[config.mk]
export PLATFORM = sky130hd
export DESIGN_NAME = r_mux_slice
export DESIGN_NICKNAME = d
export VERILOG_FILES = /design/src/rtl/r_mux_pkg.sv /design/src/rtl/r_skid_buf.sv /design/src/rtl/r_mux_slice.sv
export SDC_FILE = /design/constraint.sdc
export NUM_CORES = 1
export LEC_CHECK = 0
export CORE_UTILIZATION = 41
export CTS_CLUSTER_SIZE = 12
export DETAILED_ROUTE_END_ITERATION = 10
export PLACE_DENSITY = 0.79
export SLEW_MARGIN = 30
export SYNTH_ARGS = -nofsm -noshare
export SYNTH_HDL_FRONTEND = slang
export SYNTH_SLANG_ARGS = --single-unit
export TNS_END_PERCENT = 1
[constraint.sdc]
create_clock -name clk -period 2 [get_ports clk]
set_input_delay 0.4 -clock clk [delete_from_list [all_inputs] [get_ports clk]]
set_output_delay 0.4 -clock clk [all_outputs]
set_load 0.1 [all_outputs]
[src/rtl/r_mux_pkg.sv]
// Shared types and helpers for the R-channel mux slice: RRESP encodings, FSM states,
// and the packing function that builds one skid-buffer payload word.
package r_mux_pkg;

    localparam logic [1:0] RESP_OKAY   = 2'b00;
    localparam logic [1:0] RESP_EXOKAY = 2'b01;
    localparam logic [1:0] RESP_SLVERR = 2'b10;
    localparam logic [1:0] RESP_DECERR = 2'b11;

    typedef enum logic [0:0] {
        IDLE,
        BURST
    } r_state_e;

    localparam int unsigned IdMaxW   = 32;
    localparam int unsigned DataMaxW = 1024;
    localparam int unsigned UserMaxW = 64;
    localparam int unsigned PackMaxW = IdMaxW + DataMaxW + 2 + 1 + UserMaxW;

    // Layout from LSB: ruser, rlast, rresp, rdata, rid. Fields must arrive zero-extended;
    // the caller truncates the result to its real payload width.
    function automatic logic [PackMaxW-1:0] pack_r_beat(
        input logic [IdMaxW-1:0]   rid,
        input logic [DataMaxW-1:0] rdata,
        input logic [1:0]          rresp,
        input logic                rlast,
        input logic [UserMaxW-1:0] ruser,
        input int unsigned         data_w,
        input int unsigned         user_w
    );
        logic [PackMaxW-1:0] beat;
        beat = PackMaxW'(ruser);
        beat |= PackMaxW'(rlast) << user_w;
        beat |= PackMaxW'(rresp) << (user_w + 1);
        beat |= PackMaxW'(rdata) << (user_w + 3);
        beat |= PackMaxW'(rid) << (user_w + 3 + data_w);
        return beat;
    endfunction

endpackage

[src/rtl/r_skid_buf.sv]
// Generic 2-entry valid/ready register slice. Output comes straight from the head
// register; in_ready depends only on registered occupancy.
module r_skid_buf #(
    parameter int unsigned WIDTH = 8
) (
    input  logic             clk,
    input  logic             reset,
    input  logic             in_valid,
    output logic             in_ready,
    input  logic [WIDTH-1:0] in_data,
    output logic             out_valid,
    input  logic             out_ready,
    output logic [WIDTH-1:0] out_data
);

    logic [1:0]       count_q, count_d;
    logic [WIDTH-1:0] head_q, head_d;
    logic [WIDTH-1:0] tail_q, tail_d;
    logic             push, pop;

    assign in_ready  = (count_q != 2'd2);
    assign out_valid = (count_q != 2'd0);
    assign out_data  = head_q;

    always_comb begin
        count_d = count_q;
        head_d  = head_q;
        tail_d  = tail_q;
        push    = in_valid && in_ready;
        pop     = out_valid && out_ready;
        unique case (count_q)
            2'd0: begin
                if (push) begin
                    head_d  = in_data;
                    count_d = 2'd1;
                end
            end
            2'd1: begin
                if (push && pop) begin
                    head_d = in_data;
                end else if (push) begin
                    tail_d  = in_data;
                    count_d = 2'd2;
                end else if (pop) begin
                    count_d = 2'd0;
                end
            end
            2'd2: begin
                if (pop) begin
                    head_d  = tail_q;
                    count_d = 2'd1;
                end
            end
            default: count_d = 2'd0;
        endcase
    end

    always_ff @(posedge clk) begin
        if (reset) begin
            count_q <= 2'd0;
            head_q  <= '0;
            tail_q  <= '0;
        end else begin
            count_q <= count_d;
            head_q  <= head_d;
            tail_q  <= tail_d;
        end
    end

endmodule

[src/rtl/r_mux_slice.sv]
// Locks one slave R channel per burst (until RLAST) and forwards it through a skid slice.
// Optional R_MUX_BEAT_CNT_EN adds a master-side beat counter and an over-long burst flag.
module r_mux_slice
    import r_mux_pkg::*;
#(
    parameter int unsigned NUM_SLV    = 5,
    parameter int unsigned ID_WIDTH   = 6,
    parameter int unsigned MID_WIDTH  = 2,
    parameter int unsigned DATA_WIDTH = 32,
    parameter int unsigned USER_WIDTH = 6,
    parameter int unsigned SEL_W      = (NUM_SLV > 1) ? $clog2(NUM_SLV) : 1
) (
    input  logic                           clk,
    input  logic                           reset,
    input  logic [NUM_SLV*ID_WIDTH-1:0]    s_rid,
    input  logic [NUM_SLV*DATA_WIDTH-1:0]  s_rdata,
    input  logic [NUM_SLV*2-1:0]           s_rresp,
    input  logic [NUM_SLV-1:0]             s_rlast,
    input  logic [NUM_SLV*USER_WIDTH-1:0]  s_ruser,
    input  logic [NUM_SLV-1:0]             s_rvalid,
    output logic [NUM_SLV-1:0]             s_rready,
    output logic [MID_WIDTH-1:0]           m_rid,
    output logic [DATA_WIDTH-1:0]          m_rdata,
    output logic [1:0]                     m_rresp,
    output logic                           m_rlast,
    output logic [USER_WIDTH-1:0]          m_ruser,
    output logic                           m_rvalid,
    input  logic                           m_rready,
    input  logic [SEL_W-1:0]               r_slv_sel,
    input  logic                           r_hold,
    output logic                           burst_done,
    output logic                           sel_err
`ifdef R_MUX_BEAT_CNT_EN
    ,
    output logic [15:0]                    beat_cnt,
    output logic                           burst_len_err
`endif
);

    localparam int unsigned LastLsb = USER_WIDTH;
    localparam int unsigned RespLsb = USER_WIDTH + 1;
    localparam int unsigned DataLsb = USER_WIDTH + 3;
    localparam int unsigned IdLsb   = DataLsb + DATA_WIDTH;
    localparam int unsigned BeatW   = IdLsb + MID_WIDTH;

    r_state_e         state_q, state_d;
    logic [SEL_W-1:0] cur_sel_q, cur_sel_d;
    logic             burst_done_q, burst_done_d;
    logic             sel_err_q, sel_err_d;

    logic [MID_WIDTH-1:0]  sel_rid;
    logic [DATA_WIDTH-1:0] sel_rdata;
    logic [1:0]            sel_rresp;
    logic                  sel_rlast;
    logic [USER_WIDTH-1:0] sel_ruser;
    logic                  sel_rvalid;
    logic                  buf_ready, slv_ready, accept, in_range;
    logic [BeatW-1:0]      beat_in, beat_out;

    assign in_range  = (32'(r_slv_sel) < NUM_SLV);
    // buf_ready comes from registered occupancy, so no m_rready -> s_rready path exists.
    assign slv_ready = (state_q == BURST) && !r_hold && buf_ready;

    always_comb begin
        sel_rid    = '0;
        sel_rdata  = '0;
        sel_rresp  = '0;
        sel_rlast  = 1'b0;
        sel_ruser  = '0;
        sel_rvalid = 1'b0;
        s_rready   = '0;
        for (int unsigned k = 0; k < NUM_SLV; k++) begin
            if (cur_sel_q == SEL_W'(k)) begin
                sel_rid     = s_rid[k*ID_WIDTH +: MID_WIDTH];
                sel_rdata   = s_rdata[k*DATA_WIDTH +: DATA_WIDTH];
                sel_rresp   = s_rresp[k*2 +: 2];
                sel_rlast   = s_rlast[k];
                sel_ruser   = s_ruser[k*USER_WIDTH +: USER_WIDTH];
                sel_rvalid  = s_rvalid[k];
                s_rready[k] = slv_ready;
            end
        end
        accept = slv_ready && sel_rvalid;
    end

    always_comb begin
        state_d      = state_q;
        cur_sel_d    = cur_sel_q;
        burst_done_d = 1'b0;
        sel_err_d    = 1'b0;
        unique case (state_q)
            IDLE: begin
                if (!r_hold) begin
                    if (in_range) begin
                        state_d   = BURST;
                        cur_sel_d = r_slv_sel;
                    end else begin
                        sel_err_d = 1'b1;
                    end
                end
            end
            BURST: begin
                if (accept && sel_rlast) begin
                    state_d      = IDLE;
                    burst_done_d = 1'b1;
                end
            end
            default: state_d = IDLE;
        endcase
    end

    always_ff @(posedge clk) begin
        if (reset) begin
            state_q      <= IDLE;
            cur_sel_q    <= '0;
            burst_done_q <= 1'b0;
            sel_err_q    <= 1'b0;
        end else begin
            state_q      <= state_d;
            cur_sel_q    <= cur_sel_d;
            burst_done_q <= burst_done_d;
            sel_err_q    <= sel_err_d;
        end
    end

    assign burst_done = burst_done_q;
    assign sel_err    = sel_err_q;

    assign beat_in = BeatW'(pack_r_beat(IdMaxW'(sel_rid), DataMaxW'(sel_rdata), sel_rresp,
                                        sel_rlast, UserMaxW'(sel_ruser), DATA_WIDTH, USER_WIDTH));

    r_skid_buf #(
        .WIDTH(BeatW)
    ) u_skid (
        .clk      (clk),
        .reset    (reset),
        .in_valid (accept),
        .in_ready (buf_ready),
        .in_data  (beat_in),
        .out_valid(m_rvalid),
        .out_ready(m_rready),
        .out_data (beat_out)
    );

    assign m_ruser = beat_out[USER_WIDTH-1:0];
    assign m_rlast = beat_out[LastLsb];
    assign m_rresp = beat_out[RespLsb +: 2];
    assign m_rdata = beat_out[DataLsb +: DATA_WIDTH];
    assign m_rid   = beat_out[IdLsb +: MID_WIDTH];

`ifdef R_MUX_BEAT_CNT_EN
    logic [15:0] beat_cnt_q, beat_cnt_d;
    logic [8:0]  burst_beats_q, burst_beats_d;
    logic        burst_len_err_q, burst_len_err_d;

    always_comb begin
        beat_cnt_d      = beat_cnt_q;
        burst_beats_d   = burst_beats_q;
        burst_len_err_d = 1'b0;
        if (m_rvalid && m_rready && (beat_cnt_q != 16'hFFFF)) begin
            beat_cnt_d = beat_cnt_q + 16'd1;
        end
        if (accept) begin
            if (sel_rlast) begin
                burst_beats_d = '0;
            end else begin
                // Flag fires on the 257th beat only; the counter parks just past it.
                burst_len_err_d = (burst_beats_q == 9'd256);
                if (burst_beats_q != 9'd257) begin
                    burst_beats_d = burst_beats_q + 9'd1;
                end
            end
        end
    end

    always_ff @(posedge clk) begin
        if (reset) begin
            beat_cnt_q      <= '0;
            burst_beats_q   <= '0;
            burst_len_err_q <= 1'b0;
        end else begin
            beat_cnt_q      <= beat_cnt_d;
            burst_beats_q   <= burst_beats_d;
            burst_len_err_q <= burst_len_err_d;
        end
    end

    assign beat_cnt      = beat_cnt_q;
    assign burst_len_err = burst_len_err_q;
`endif

endmodule
==> flow_metrics.env <==
export IMPL_clk_pin_slew_worst_paths_ps=70
export IMPL_numCtsBuffers=9
export IMPL_fill_cells=1170
export IMPL_p_int_mw=3.72
export IMPL_power_switching_mw=1.66
export IMPL_postSynthAreaPerCell_um2=8.84
export IMPL_syn_num_nets=908
export IMPL_synth_seq_area_share_pct=32.2
export IMPL_drv_slew=0
export IMPL_gp_congestion=0.818
export IMPL_insertion_delay_ps=340
export IMPL_via_per_inst=5.56
export IMPL_finClkSkew_ps=6.09
export IMPL_cts_buffer_depth=2
export IMPL_critical_path_class="reg2out"
export IMPL_placement_rows=43
export IMPL_final_cell_mix="clkdlybuf4s50_1, mux2i_1, dfxtp_1, a21oi_1, buf_4"
export IMPL_antenna_found_initial=0
export IMPL_setup_viol=0
export IMPL_yosysWarnings=0
export IMPL_p_total_mw=5.39
export IMPL_synthDistinctLibCells=46
export IMPL_cp_start_kind="flip-flop"
export IMPL_overflow=0
export IMPL_h_tree_depth=3
export IMPL_avgRoutedWirePerCell_um=17.4
export IMPL_antenna_cells=0
export IMPL_ios=298
export IMPL_die_y_um=121
export IMPL_outcome="finished clean"
export IMPL_first_pass_iters=5
export IMPL_critPathMaxStageDelay_ps=470
export IMPL_cts_tree="built"
export IMPL_cts_sinks=94
export IMPL_drtAntennaViolNets=0
export IMPL_die_x_um=121
export IMPL_ir_drop_mv=0.392
export IMPL_dp_hpwl_um=13900
export IMPL_grt_use_total_pct=25.9
export IMPL_fmax_ghz=0.511
export IMPL_cp_arrival_ps=1560
export IMPL_synth_cell_area_um2=5840
export IMPL_path_buf_inv=2
export IMPL_crit_required_ps=1600
export IMPL_drt_iter0_drc=439
export IMPL_tightest_slew_ps=348
export IMPL_area_delta_synth_final_pct=58.4
export IMPL_p_per_area_nw_per_um2=582
export IMPL_core_area_um2=13900
export IMPL_crit_path_max_fanout=48
export IMPL_nets=1165
export IMPL_critPathCaptureType="output port"
export IMPL_period_needed_ps=1960
export IMPL_crit_chain="buf_16 -> and3b_2 -> buf_12"
export IMPL_final_common_cell="clkdlybuf4s50_1"
export IMPL_place_ws_ps=-231
export IMPL_regToRegSetupSlack_ps=150
export IMPL_maxCapViolCount=0
export IMPL_swShare_pct=30.9
export IMPL_p_comb_share_pct=32.8
export IMPL_initial_core_util_pct=42.1
export IMPL_grt_max_degree=56
export IMPL_clkPwrFrac_pct=30.9
export IMPL_drive_gt1_share_pct=15.3
export IMPL_drt_wl_total_um=19200
export IMPL_leakage_nw=3.78
export IMPL_min_period_over_period_pct=97.8
export IMPL_drc_errors=0
export IMPL_synthCells=661
export IMPL_cp_slowest_cell="dfxtp_4"
export IMPL_finalHoldViolCount=0
export IMPL_dieArea_um2=14700
export IMPL_grt_pass1_wl_um=30300
export IMPL_p_seq_share_pct=36.2
export IMPL_slew_headroom_pct=76.5
export IMPL_holdCritPathClass="reg2reg"
export IMPL_cts_root_buffer_cell="clkbuf_16"
export IMPL_rsz0062_at_grt="yes"
export IMPL_synth_seq_cells=94
export IMPL_portBuffers=277
export IMPL_critPathTopFamily="flip-flops"
export IMPL_worst_slack_ps=44.5
export IMPL_num_vias=6133
export IMPL_grt_pass1_vias=6028
## layer usage
metal  routed length, µm  GRT usage [%]
met1                8180           32.1
met2                9550           44.5
met3                1130           4.93
met4                 351           8.95
met5                   0              0
## worst paths after layout
path	from	cells past startpoint	end
worst max register to register	cur_sel_q[1]	5	u_skid.out_data[33]
worst min-delay path	u_skid.out_data[42]	2	u_skid.out_data[42]
worst max-delay path	cur_sel_q[1]	3	s_rready[2]
worst min register to register	u_skid.out_data[42]	2	u_skid.out_data[42]
## power groups by stage
stage               Combinational (mW)  Clock (mW)  Sequential, mW
floorplan                        0.787           0            2.20
global placement                  1.73           0            1.99
detailed placement                1.75           0            1.99
CTS                               1.76        1.71            1.95
global route                      1.89        1.80            1.96
finish                            1.77        1.67            1.95
## stage by stage
stage	setup TNS [ps]	std cells	util [%]	hold WS, ps	instance area [µm²]
after detailed placement	-16150	1084	64.1	451	8900
final	0	1103	66.6	460	9250
after global placement	-14600	1084	64.1	445	8900
after floorplan	-37.5	661	-	478	5880
after global routing	-135	1103	66.6	473	9250
after CTS	-3.95	1101	66.5	465	9220
## cells in the mapped netlist (all sizes together)
library cell / count / area [µm²]
or4: 1 / 7.51
dfxtp: 94 / 1880
nand2b: 5 / 31.3
nor3: 4 / 20.0
a22oi: 1 / 7.51
and3: 2 / 12.5
and2: 1 / 6.26
a211oi: 43 / 323
a311oi: 1 / 8.76
nand3: 1 / 5.00
clkbuf: 40 / 150
o22ai: 42 / 263
nor2b: 3 / 18.8
o21a: 1 / 7.51
or3: 1 / 6.26
a21o: 40 / 300
nand2: 53 / 199
mux2: 1 / 11.3
nor2: 7 / 26.3
nand4bb: 1 / 11.3
nor4b: 2 / 32.5
and3b: 1 / 8.76
o21ai: 8 / 40.0
inv: 2 / 7.50
mux2i: 129 / 1290
o32a: 1 / 10.0
a31oi: 2 / 12.5
o221a: 1 / 20.0
a21oi: 86 / 430
o221ai: 43 / 394
or2: 3 / 18.8
o22a: 1 / 8.76
nor4: 2 / 27.5
buf: 36 / 221
o21ba: 1 / 10.0
nor3b: 1 / 7.51
## timing repair
action	CTS	global route
gates resized for setup	10	3
hold buffers	0	0
pin swaps	2	1
setup buffers	1	2
endpoints found under the setup margin	5	13
## registers in the layout (all words and copies together), names as in the netlist
signal,count
burst_done,1
cur_sel_q,3
sel_err,1
state_q,1
u_skid.count_q,2
u_skid.out_data,43
u_skid.tail_q,43
## area by class of cell
cell class | count | area (µm²) | share of cell area [%]
Clock inverter | 3 | 17.5 | 0.189
Clock buffer | 13 | 270 | 2.92
Inverter | 2 | 7.51 | 0.0811
Timing Repair Buffer | 322 | 3170 | 34.3
Multi-Input combinational cell | 489 | 3670 | 39.7
Tap cell | 180 | 225 | 2.43
Sequential cell | 94 | 1890 | 20.4
## cell families (layout without fill, tap and decap cells)
kind of cell	after synthesis	after routing	synth area share [%]
muxes	130	130	22.4
buffers and inverters	78	340	6.49
DFF	94	94	32.2
and+or+nand+nor	88	88	7.52
AOI/OAI and AO/OA	271	271	31.4
## worst reg2reg max path, cell delays in order (launching register included)
cell and delay, ps:
dfxtp_4 470, mux2i_2 370, o221ai_4 180, a22oi_2 160, buf_4 350, mux2i_1 240
Note: power is estimated with default switching activity, not from simulation.
